===== src/rtl/mc_pricing_ctrl.sv =====
`default_nettype none
// ============================================================================
// Module   : mc_pricing_ctrl
// Purpose  : Control and accumulation core for the Monte-Carlo option-pricing
//            engine. Loads the pricing configuration over a narrow command/data
//            port and starts the path-generation datapath. Accumulates LANES
//            payoffs per beat over 2^n_eff paths and returns their mean as the
//            option price.
// Revision : 1.0 - initial lane-parallel controller with abort and done
// ----------------------------------------------------------------------------
// Ports
//   clk        in   clock
//   rst_n      in   asynchronous active-low reset
//   cmd        in   00 NOP, 01 LOAD, 10 START, 11 ABORT
//   cfg_in     in   LOAD data word
//   pay_valid  in   all payoff lanes valid this cycle
//   pay_data   in   LANES unsigned payoffs, lane i at [i*PAY_W +: PAY_W]
//   cfg_spot   out  configuration register, address 0
//   cfg_strike out  configuration register, address 1
//   cfg_vol    out  configuration register, address 2
//   gen_start  out  one-cycle datapath start pulse
//   gen_abort  out  one-cycle datapath abort pulse
//   busy       out  high while a run is in progress (RUN or FIN)
//   done       out  one-cycle pulse when price updates
//   price      out  last completed mean payoff
// ============================================================================
module mc_pricing_ctrl #(
  parameter int LANES    = 4,
  parameter int IN_W     = 12,
  parameter int PAY_W    = 16,
  parameter int LOG2_MAX = 16
) (
  input  logic                   clk,
  input  logic                   rst_n,
  input  logic [1:0]             cmd,
  input  logic [IN_W-1:0]        cfg_in,
  input  logic                   pay_valid,
  input  logic [LANES*PAY_W-1:0] pay_data,
  output logic [IN_W-1:0]        cfg_spot,
  output logic [IN_W-1:0]        cfg_strike,
  output logic [IN_W-1:0]        cfg_vol,
  output logic                   gen_start,
  output logic                   gen_abort,
  output logic                   busy,
  output logic                   done,
  output logic [PAY_W-1:0]       price
);

  localparam int LG_L  = $clog2(LANES);
  localparam int ACC_W = PAY_W + LOG2_MAX;
  // Wide enough to hold LOG2_MAX itself, so over-range requests can be clamped.
  localparam int N_W   = $clog2(LOG2_MAX + 1);
  // Beat counter must hold B-1 = 2^(LOG2_MAX-LG_L)-1 even when LANES = 1.
  localparam int CNT_W = LOG2_MAX + 1;
  localparam int SUM_W = PAY_W + LG_L;

  localparam logic [1:0] c_cmd_nop   = 2'b00;
  localparam logic [1:0] c_cmd_load  = 2'b01;
  localparam logic [1:0] c_cmd_start = 2'b10;
  localparam logic [1:0] c_cmd_abort = 2'b11;

  localparam logic [1:0] c_st_idle = 2'd0;
  localparam logic [1:0] c_st_run  = 2'd1;
  localparam logic [1:0] c_st_fin  = 2'd2;

  logic [1:0]       state_q,     state_d;
  logic [1:0]       ptr_q,       ptr_d;
  logic [IN_W-1:0]  spot_q,      spot_d;
  logic [IN_W-1:0]  strike_q,    strike_d;
  logic [IN_W-1:0]  vol_q,       vol_d;
  logic [N_W-1:0]   lg2_q,       lg2_d;
  logic [N_W-1:0]   n_eff_q,     n_eff_d;
  logic [ACC_W-1:0] acc_q,       acc_d;
  logic [CNT_W-1:0] cnt_q,       cnt_d;
  logic [PAY_W-1:0] price_q,     price_d;
  logic             gen_start_q, gen_start_d;
  logic             gen_abort_q, gen_abort_d;
  logic             busy_q,      busy_d;
  logic             done_q,      done_d;

  logic [N_W-1:0]   n_clamp;
  logic [CNT_W-1:0] beat_last;
  logic [SUM_W-1:0] beat_sum;
  logic [PAY_W-1:0] lane_w [LANES];

  // Unpack the flat payoff bus into one word per lane.
  for (genvar gi = 0; gi < LANES; gi++) begin : g_lane
    assign lane_w[gi] = pay_data[gi*PAY_W +: PAY_W];
  end

  // Zero-extended sum of all lanes; SUM_W carries the LG_L growth bits.
  always_comb begin
    beat_sum = '0;
    for (int i = 0; i < LANES; i++) begin
      beat_sum = beat_sum + SUM_W'(lane_w[i]);
    end
  end

  // Path count is clamped so at least one full beat is needed and the
  // accumulator can never overflow.
  always_comb begin
    if (lg2_q < N_W'(LG_L)) begin
      n_clamp = N_W'(LG_L);
    end else if (lg2_q > N_W'(LOG2_MAX)) begin
      n_clamp = N_W'(LOG2_MAX);
    end else begin
      n_clamp = lg2_q;
    end
  end

  assign beat_last = (CNT_W'(1) << (n_eff_q - N_W'(LG_L))) - CNT_W'(1);

  always_comb begin
    state_d     = state_q;
    ptr_d       = ptr_q;
    spot_d      = spot_q;
    strike_d    = strike_q;
    vol_d       = vol_q;
    lg2_d       = lg2_q;
    n_eff_d     = n_eff_q;
    acc_d       = acc_q;
    cnt_d       = cnt_q;
    price_d     = price_q;
    gen_start_d = 1'b0;
    gen_abort_d = 1'b0;
    done_d      = 1'b0;

    case (state_q)
      c_st_idle: begin
        if (cmd == c_cmd_load) begin
          case (ptr_q)
            2'd0:    spot_d   = cfg_in;
            2'd1:    strike_d = cfg_in;
            2'd2:    vol_d    = cfg_in;
            default: lg2_d    = cfg_in[N_W-1:0];
          endcase
          ptr_d = ptr_q + 2'd1;
        end else if (cmd == c_cmd_start) begin
          state_d     = c_st_run;
          acc_d       = '0;
          cnt_d       = '0;
          ptr_d       = 2'd0;
          n_eff_d     = n_clamp;
          gen_start_d = 1'b1;
        end
      end
      c_st_run: begin
        // Abort wins over a coincident beat; that beat is discarded.
        if (cmd == c_cmd_abort) begin
          state_d     = c_st_idle;
          gen_abort_d = 1'b1;
        end else if (pay_valid) begin
          acc_d = acc_q + ACC_W'(beat_sum);
          cnt_d = cnt_q + CNT_W'(1);
          if (cnt_q == beat_last) begin
            state_d = c_st_fin;
          end
        end
      end
      c_st_fin: begin
        state_d = c_st_idle;
        price_d = PAY_W'(acc_q >> n_eff_q);
        done_d  = 1'b1;
      end
      default: begin
        state_d = c_st_idle;
      end
    endcase

    busy_d = (state_d == c_st_run) || (state_d == c_st_fin);
  end

  always_ff @(posedge clk or negedge rst_n) begin
    if (!rst_n) begin
      state_q     <= c_st_idle;
      ptr_q       <= 2'd0;
      spot_q      <= '0;
      strike_q    <= '0;
      vol_q       <= '0;
      lg2_q       <= '0;
      n_eff_q     <= '0;
      acc_q       <= '0;
      cnt_q       <= '0;
      price_q     <= '0;
      gen_start_q <= 1'b0;
      gen_abort_q <= 1'b0;
      busy_q      <= 1'b0;
      done_q      <= 1'b0;
    end else begin
      state_q     <= state_d;
      ptr_q       <= ptr_d;
      spot_q      <= spot_d;
      strike_q    <= strike_d;
      vol_q       <= vol_d;
      lg2_q       <= lg2_d;
      n_eff_q     <= n_eff_d;
      acc_q       <= acc_d;
      cnt_q       <= cnt_d;
      price_q     <= price_d;
      gen_start_q <= gen_start_d;
      gen_abort_q <= gen_abort_d;
      busy_q      <= busy_d;
      done_q      <= done_d;
    end
  end

  assign cfg_spot   = spot_q;
  assign cfg_strike = strike_q;
  assign cfg_vol    = vol_q;
  assign gen_start  = gen_start_q;
  assign gen_abort  = gen_abort_q;
  assign busy       = busy_q;
  assign done       = done_q;
  assign price      = price_q;

  // cmd encoding kept complete for readability of the decode above.
  logic unused_w;
  assign unused_w = ^c_cmd_nop;

endmodule
`default_nettype wire


===== config.mk =====
export PLATFORM = sky130hd
export DESIGN_NAME = mc_pricing_ctrl
export DESIGN_NICKNAME = d
export VERILOG_FILES = /design/src/rtl/mc_pricing_ctrl.sv
export SDC_FILE = /design/constraint.sdc
export NUM_CORES = 1
export LEC_CHECK = 0
export ABC_AREA = 0
export ABC_CLOCK_PERIOD_IN_PS = 12400
export CAP_MARGIN = 20
export CORE_UTILIZATION = 55
export CTS_BUF_LIST = sky130_fd_sc_hd__clkbuf_4 sky130_fd_sc_hd__clkbuf_8 sky130_fd_sc_hd__clkbuf_16
export CTS_CLUSTER_DIAMETER = 60
export DETAILED_ROUTE_END_ITERATION = 12
export GPL_TIMING_DRIVEN = 1
export PLACE_DENSITY = 0.85
export SYNTH_ARGS = -nofsm -noshare
export SYNTH_HDL_FRONTEND = slang
export SYNTH_SLANG_ARGS = --single-unit

===== constraint.sdc =====
create_clock -name clk -period 12.4 [get_ports clk]
set_clock_uncertainty 0.1 [all_clocks]
set_input_delay 2.48 -clock clk [delete_from_list [all_inputs] [get_ports clk]]
set_output_delay 2.48 -clock clk [all_outputs]
set_load 0.01 [all_outputs]

==> flow_metrics.env, run 1 <==
export IMPL_numPortBuffers=136
export IMPL_holdBufCountCts=0
export IMPL_rsz0062_at_grt="false"
export IMPL_critPathRequiredTime_ps=12600
export IMPL_grt_max_degree=65
export IMPL_drive_gt1_share_pct=12.1
export IMPL_vias=7566
export IMPL_final_cell_area_um2=11000
export IMPL_cp_max_fo=7
export IMPL_ys_seq_elements=119
export IMPL_synth_xor_area_share_pct=4.19
export IMPL_wl_per_cell_um=18.0
export IMPL_hpwl_mm=16.4
export IMPL_avgSynthCellArea_um2=9.89
export IMPL_setup_ws_ps=5360
export IMPL_regArea_um2=2980
export IMPL_arrival_ps=7240
export IMPL_status="completed"
export IMPL_p_int_uw=1390
export IMPL_yosys_area_top_type="dfrtp_1"
export IMPL_detail_route_antenna_nets=0
export IMPL_fillers=1193
export IMPL_min_delay_start="price[8]"
export IMPL_synthTopCellsByCount="119 x dfrtp_1, 89 x nand2_1, 63 x nor2_1"
export IMPL_htree_num_levels=4
export IMPL_drv_cap=0
export IMPL_slew_violations=0
export IMPL_die_y_um=130
export IMPL_fin_tns_setup_ps=0
export IMPL_grt_busiest_layer="met2"
export IMPL_switchingPower_uw=941
export IMPL_grtUsageMet3_pct=4.84
export IMPL_critPathKind="in -> reg"
export IMPL_rows=46
export IMPL_hold_slack_ps=378
export IMPL_synth_area_um2=8990
export IMPL_drt_pass1_iter_count=5
export IMPL_totalWireLength_mm=22.3
export IMPL_syn_to_final_growth_pct=22.8
export IMPL_pre_cts_ws_ps=4990
export IMPL_root_buffer="clkbuf_16"
export IMPL_use_met1_pct=38.5
export IMPL_synth_top_area_share_pct=33.1
export IMPL_power_density_nw_per_um2=211
export IMPL_yosys_most_used_dff="dfrtp_1"
export IMPL_synth_warning_count=0
export IMPL_clk_latency_ps=430
export IMPL_pwr_share_clk_pct=22.1
export IMPL_synth_edf_count=0
export IMPL_grt_overflow=0
export IMPL_gp_congestion=0.934
export IMPL_finalCriticalPeriod_ps=7040
export IMPL_slew_headroom_pct=38.2
export IMPL_placed_area_um2=10400
export IMPL_final_setup_viol_count=0
export IMPL_fmax_mhz=142
export IMPL_fin_crit_sh_pct=56.8
export IMPL_route_detailed_drc=0
export IMPL_ioPinCount=137
export IMPL_postSynthCellCount=909
export IMPL_synth_top_family_by_area="compound AO/OA/AOI/OAI gates"
export IMPL_p_sw_share_pct=40.4
export IMPL_clock_sinks=119
export IMPL_syn_num_nets=1071
export IMPL_synth_cell_types=82
export IMPL_dieArea_um2=16900
export IMPL_p_seq_share_pct=24.9
export IMPL_fp_coreArea_um2=15900
export IMPL_synth_compound_area_share_pct=16.7
export IMPL_grt_util_met2_pct=44.3
export IMPL_antenna_found_initial=0
export IMPL_grt_pass1_vias=7221
export IMPL_cts_buffers=17
export IMPL_multi_input_area_um2=5670
export IMPL_start_kind="input pin"
export IMPL_worst_pin_slew_ps=928
export IMPL_tritoncts="done"
export IMPL_first_iter_violations=722
export IMPL_p_leak_uw=0.00458
export IMPL_async_flop_share_pct=100
export IMPL_hold_class="reg -> reg"
export IMPL_ys_seq_area_share_pct=33.1
export IMPL_crit_start="pay_data[1]"
export IMPL_vdd_ir_drop_max_mv=0.128
export IMPL_synth_simple_gate_area_share_pct=14.8
export IMPL_diodes=0
export IMPL_yosysMostFrequentCell="dfrtp_1"
export IMPL_grt_pass1_wl_mm=36.1
export IMPL_p_total_uw=2330
export IMPL_finalHoldViolations=0
export IMPL_synthTopCellsByArea="dfrtp_1 33%, fa_1 10%, mux2_2 6.1%"
export IMPL_chipWidth_um=130
export IMPL_cp_end_kind="flop"
export IMPL_routed_via_density=6.10
export IMPL_r2r_setup_slack_ps=7610
export IMPL_muxShareOfSynthArea_pct=12.1
export IMPL_r2r_start="n_eff_q[2]"
export IMPL_synthAdderAreaFrac_pct=15.2
export IMPL_start_util_pct=56.4
export IMPL_cts_buffer_depth=2
export IMPL_cts_reportedPaths_clkPinSlew_ps=60
export IMPL_layout_nets=1174
export IMPL_post_cts_buffers=0
export IMPL_track_usage_pct=27.8
export IMPL_comb_power_share_pct=53.0
export IMPL_cts_resized=0
critical path, cell delays in order:
cell	delay, ps
clkdlybuf4s50_1	430
fa_1	500
fa_1	510
inv_1	50
fa_1	490
inv_1	40
ha_1	230
fa_1	410
a21oi_1	280
o2111ai_1	200
a211oi_1	320
nor4b_1	110
o31ai_1	680
a21oi_1	200
xnor2_1	230
nor2_1	60
metrics by stage:
stage	utilization (%)	cells
finish	69.2	1241
global route	69.2	1241
CTS	69.2	1241
detailed placement	65.4	1209
global placement	65.4	1209
floorplan	-	909
registers in the layout (all words and copies together), names as in the netlist:
name,cells
gen_start,1
busy,1
cnt_q,17
ptr_q,2
lg2_q,5
acc_q,32
state_q,2
price,16
gen_abort,1
cfg_vol,12
n_eff_q,5
cfg_strike,12
done,1
cfg_spot,12
power by group through the flow:
stage                     Combinational, uW  Sequential (uW)  Clock [uW]
after floorplan                         850              578           0
after global placement                 1180              574           0
after detailed placement               1210              582           0
after CTS                              1220              577         514
after global routing                   1360              591         531
final                                  1230              580         513
worst paths after layout:
check                                end  cells after the start
setup / recovery               acc_q[21]                     16
hold / removal                  price[8]                      2
setup reg to reg              state_q[1]                     16
hold reg to reg                 price[8]                      2
max in group asynchronous     n_eff_q[0]                      2
min in group asynchronous  cfg_strike[2]                      1
kinds of logic (layout without fill, tap and decap cells):
logic type | after synthesis | count (layout)
AND/OR/NAND/NOR | 268 | 268
AO/OA/AOI/OAI | 224 | 224
flip-flops | 119 | 119
multiplexers | 91 | 91
buffers and inverters | 83 | 199
adder cells (fa/ha/maj) | 81 | 81
XOR/XNOR | 43 | 43
area by class of cell:
class | count | area share [%]
sequential | 119 | 27.0
clock buffer | 18 | 3.98
inverter | 23 | 0.782
multi-input combinational | 707 | 51.4
timing repair buffer | 144 | 12.9
clock inverter | 14 | 1.56
tap | 216 | 2.45
placed cells by master (no fill, tap or decap), drive strengths merged, types with 20 or more instances in the layout:
master / n
nor2: 65
dfrtp: 119
a211oi: 20
clkdlybuf4s50: 135
a21oi: 48
mux2i: 33
nand2: 89
inv: 22
fa: 47
xnor2: 24
o21ai: 59
nand3: 26
ha: 34
mux2: 49
routing by layer:
metal | vias to the layer above | share of wire (%)
met1 | 3712 | 43
met5 | - | 0
met2 | 317 | 48
met4 | 0 | 2.4
li1 | 3493 | -
met3 | 44 | 6.8
Note: power is estimated with default switching activity, not from simulation.
==> inputs of run 2 (changes only) <==
--- a/config.mk
+++ b/config.mk
@@ -6,14 +6,14 @@
 export NUM_CORES = 1
 export LEC_CHECK = 0
 export ABC_AREA = 0
-export ABC_CLOCK_PERIOD_IN_PS = 12400
+export ABC_CLOCK_PERIOD_IN_PS = 6100
 export CAP_MARGIN = 20
-export CORE_UTILIZATION = 55
+export CORE_UTILIZATION = 50
 export CTS_BUF_LIST = sky130_fd_sc_hd__clkbuf_4 sky130_fd_sc_hd__clkbuf_8 sky130_fd_sc_hd__clkbuf_16
 export CTS_CLUSTER_DIAMETER = 60
 export DETAILED_ROUTE_END_ITERATION = 12
 export GPL_TIMING_DRIVEN = 1
-export PLACE_DENSITY = 0.85
+export PLACE_DENSITY = 0.82
 export SYNTH_ARGS = -nofsm -noshare
 export SYNTH_HDL_FRONTEND = slang
 export SYNTH_SLANG_ARGS = --single-unit
==> constraint.sdc (replaced) <==
create_clock -name clk -period 6.1 [get_ports clk]
set_clock_uncertainty 0.1 [all_clocks]
set_input_delay 1.22 -clock clk [delete_from_list [all_inputs] [get_ports clk]]
set_output_delay 1.22 -clock clk [all_outputs]
set_load 0.01 [all_outputs]
==> flow_metrics.env, run 2 (synthesis results as in run 1) <==
export IMPL_drt_pass1_iter_count=5
export IMPL_cp_max_fo=7
export IMPL_first_iter_violations=498
export IMPL_gp_congestion=0.886
export IMPL_layout_nets=1179
export IMPL_root_buffer="clkbuf_16"
export IMPL_arrival_ps=5730
export IMPL_numPortBuffers=136
export IMPL_mostFrequentLayoutCells="135 x clkdlybuf4s50_1, 118 x dfrtp_1, 89 x nand2_1"
export IMPL_holdBufCountCts=0
export IMPL_start_util_pct=51.6
export IMPL_track_usage_pct=25.4
export IMPL_start_kind="input pin"
export IMPL_regMostFlops="acc_q"
export IMPL_dieArea_um2=18500
export IMPL_vdd_ir_drop_max_mv=0.236
export IMPL_die_y_um=136
export IMPL_cts_buffer_depth=2
export IMPL_clk_latency_ps=420
export IMPL_chipWidth_um=136
export IMPL_diodes=0
export IMPL_rows=48
export IMPL_clock_sinks=119
export IMPL_cp_end_kind="flop"
export IMPL_fillers=1350
export IMPL_slew_headroom_pct=25.8
export IMPL_drv_cap=0
export IMPL_largest_register_ffs=32
export IMPL_final_common_cell="clkdlybuf4s50_1"
export IMPL_rsz0062_at_grt="false"
export IMPL_pre_cts_ws_ps=139
export IMPL_cpMostUsedCell="fa_1"
export IMPL_post_cts_buffers=0
export IMPL_totalWireLength_mm=22.0
export IMPL_final_setup_viol_count=0
export IMPL_ioPinCount=137
export IMPL_crit_slowest_cell="fa_1"
export IMPL_slew_violations=0
export IMPL_critPathRequiredTime_ps=6300
export IMPL_hold_slack_ps=385
export IMPL_hold_class="reg -> reg"
export IMPL_finalCriticalPeriod_ps=5530
export IMPL_htree_num_levels=4
export IMPL_power_density_nw_per_um2=431
export IMPL_setup_ws_ps=567
export IMPL_multi_input_area_um2=5670
export IMPL_wl_per_cell_um=17.6
export IMPL_grt_max_degree=53
export IMPL_crit_family="adder cells"
export IMPL_path_buf_inv=4
export IMPL_detail_route_antenna_nets=0
export IMPL_grt_overflow=0
export IMPL_hpwl_mm=16.1
export IMPL_cp_cell_sequence="clkdlybuf4s50_1 > fa_1 > fa_1 > inv_1 > fa_1 > inv_1 > ha_1 > fa_1 > a21oi_1 > o2111ai_1 > a211oi_1 > nor4b_1 > o31ai_1 > buf_4 > a21oi_1 > xnor2_1 > nor2_1"
export IMPL_drive_gt1_share_pct=12.5
export IMPL_cts_resized=0
export IMPL_grt_pass1_vias=7462
export IMPL_critPathKind="in -> reg"
export IMPL_cts_buffers=17
export IMPL_vias=7511
export IMPL_regArea_um2=2980
export IMPL_worst_path_largest_cell_delay_ps=520
export IMPL_syn_to_final_growth_pct=23.8
export IMPL_finalHoldViolations=0
export IMPL_fin_crit_sh_pct=90.7
export IMPL_routed_via_density=5.98
export IMPL_fmax_mhz=181
export IMPL_grt_pass1_wl_mm=37.0
export IMPL_worst_pin_slew_ps=1110
export IMPL_antenna_found_initial=0
export IMPL_p_leak_uw=0.00463
export IMPL_fin_tns_setup_ps=0
export IMPL_status="completed"
export IMPL_cts_reportedPaths_clkPinSlew_ps=60
export IMPL_fp_coreArea_um2=17400
export IMPL_tritoncts="done"
export IMPL_route_detailed_drc=0
[run 2: cell types whose count changed in the layout (fill, tap and decap cells not counted), sizes merged]
cell      change
clkinv        -2
clkinvlp      -2
bufinv        +2
buf           +5
clkbuf        +2
[run 2: worst paths after layout]
path / startpoint / to / slack [ps] / cells after the start
setup / recovery: pay_data[1] / acc_q[21] / 570 / 17
hold / removal: price[3] / price[3] / 390 / 2
setup reg to reg: n_eff_q[4] / state_q[1] / 1500 / 13
hold reg to reg: price[3] / price[3] / 390 / 2
max in group asynchronous: rst_n / n_eff_q[0] / 4170 / 2
min in group asynchronous: rst_n / cnt_q[6] / 710 / 1
[run 2: area by class of cell]
| cell class | count | area share (%) |
|---|---|---|
| clock buffer | 20 | 4.14 |
| clock inverter | 12 | 1.77 |
| inverter | 23 | 0.776 |
| multi-input combinational | 707 | 50.9 |
| sequential | 119 | 26.8 |
| tap | 225 | 2.53 |
| timing repair buffer | 149 | 13.1 |
[run 2: power by group]
group | total [uW] | switching, uW | internal, uW
Clock | 1120 | 373 | 750
Sequential | 1170 | 189 | 980
Combinational | 2500 | 1310 | 1190
[run 2: stage by stage]
| step | cells | util (%) | cell area [um2] | power [uW] |
|---|---|---|---|---|
| after floorplan | 909 | - | 8990 | 2900 |
| after global placement | 1223 | 60.1 | 10500 | 3570 |
| after detailed placement | 1223 | 60.1 | 10500 | 3630 |
| after CTS | 1255 | 63.9 | 11100 | 4790 |
| after global routing | 1255 | 63.9 | 11100 | 5110 |
| final | 1255 | 63.9 | 11100 | 4790 |
[run 2: routing by layer]
layer | up-vias | part of all wire [%] | track usage [%]
li1 | 3514 | - | -
met1 | 3728 | 42 | 31.9
met2 | 209 | 51 | 43.0
met3 | 60 | 4.2 | 5.07
met4 | 0 | 3.0 | 9.63
met5 | - | 0 | 0
[run 2: worst min-delay path, cell delays in order, from the launching register on]
cell	delay, ps
dfrtp_1	340
nand2_1	40
o21ai_0	60
==> inputs of run 3 (changes only) <==
--- a/config.mk
+++ b/config.mk
@@ -7,7 +7,6 @@
 export LEC_CHECK = 0
 export ABC_AREA = 0
 export ABC_CLOCK_PERIOD_IN_PS = 6100
-export CAP_MARGIN = 20
 export CORE_UTILIZATION = 50
 export CTS_BUF_LIST = sky130_fd_sc_hd__clkbuf_4 sky130_fd_sc_hd__clkbuf_8 sky130_fd_sc_hd__clkbuf_16
 export CTS_CLUSTER_DIAMETER = 60
==> results of run 3 <==
The final DEF is identical to that of run 2; final timing and power are the same.
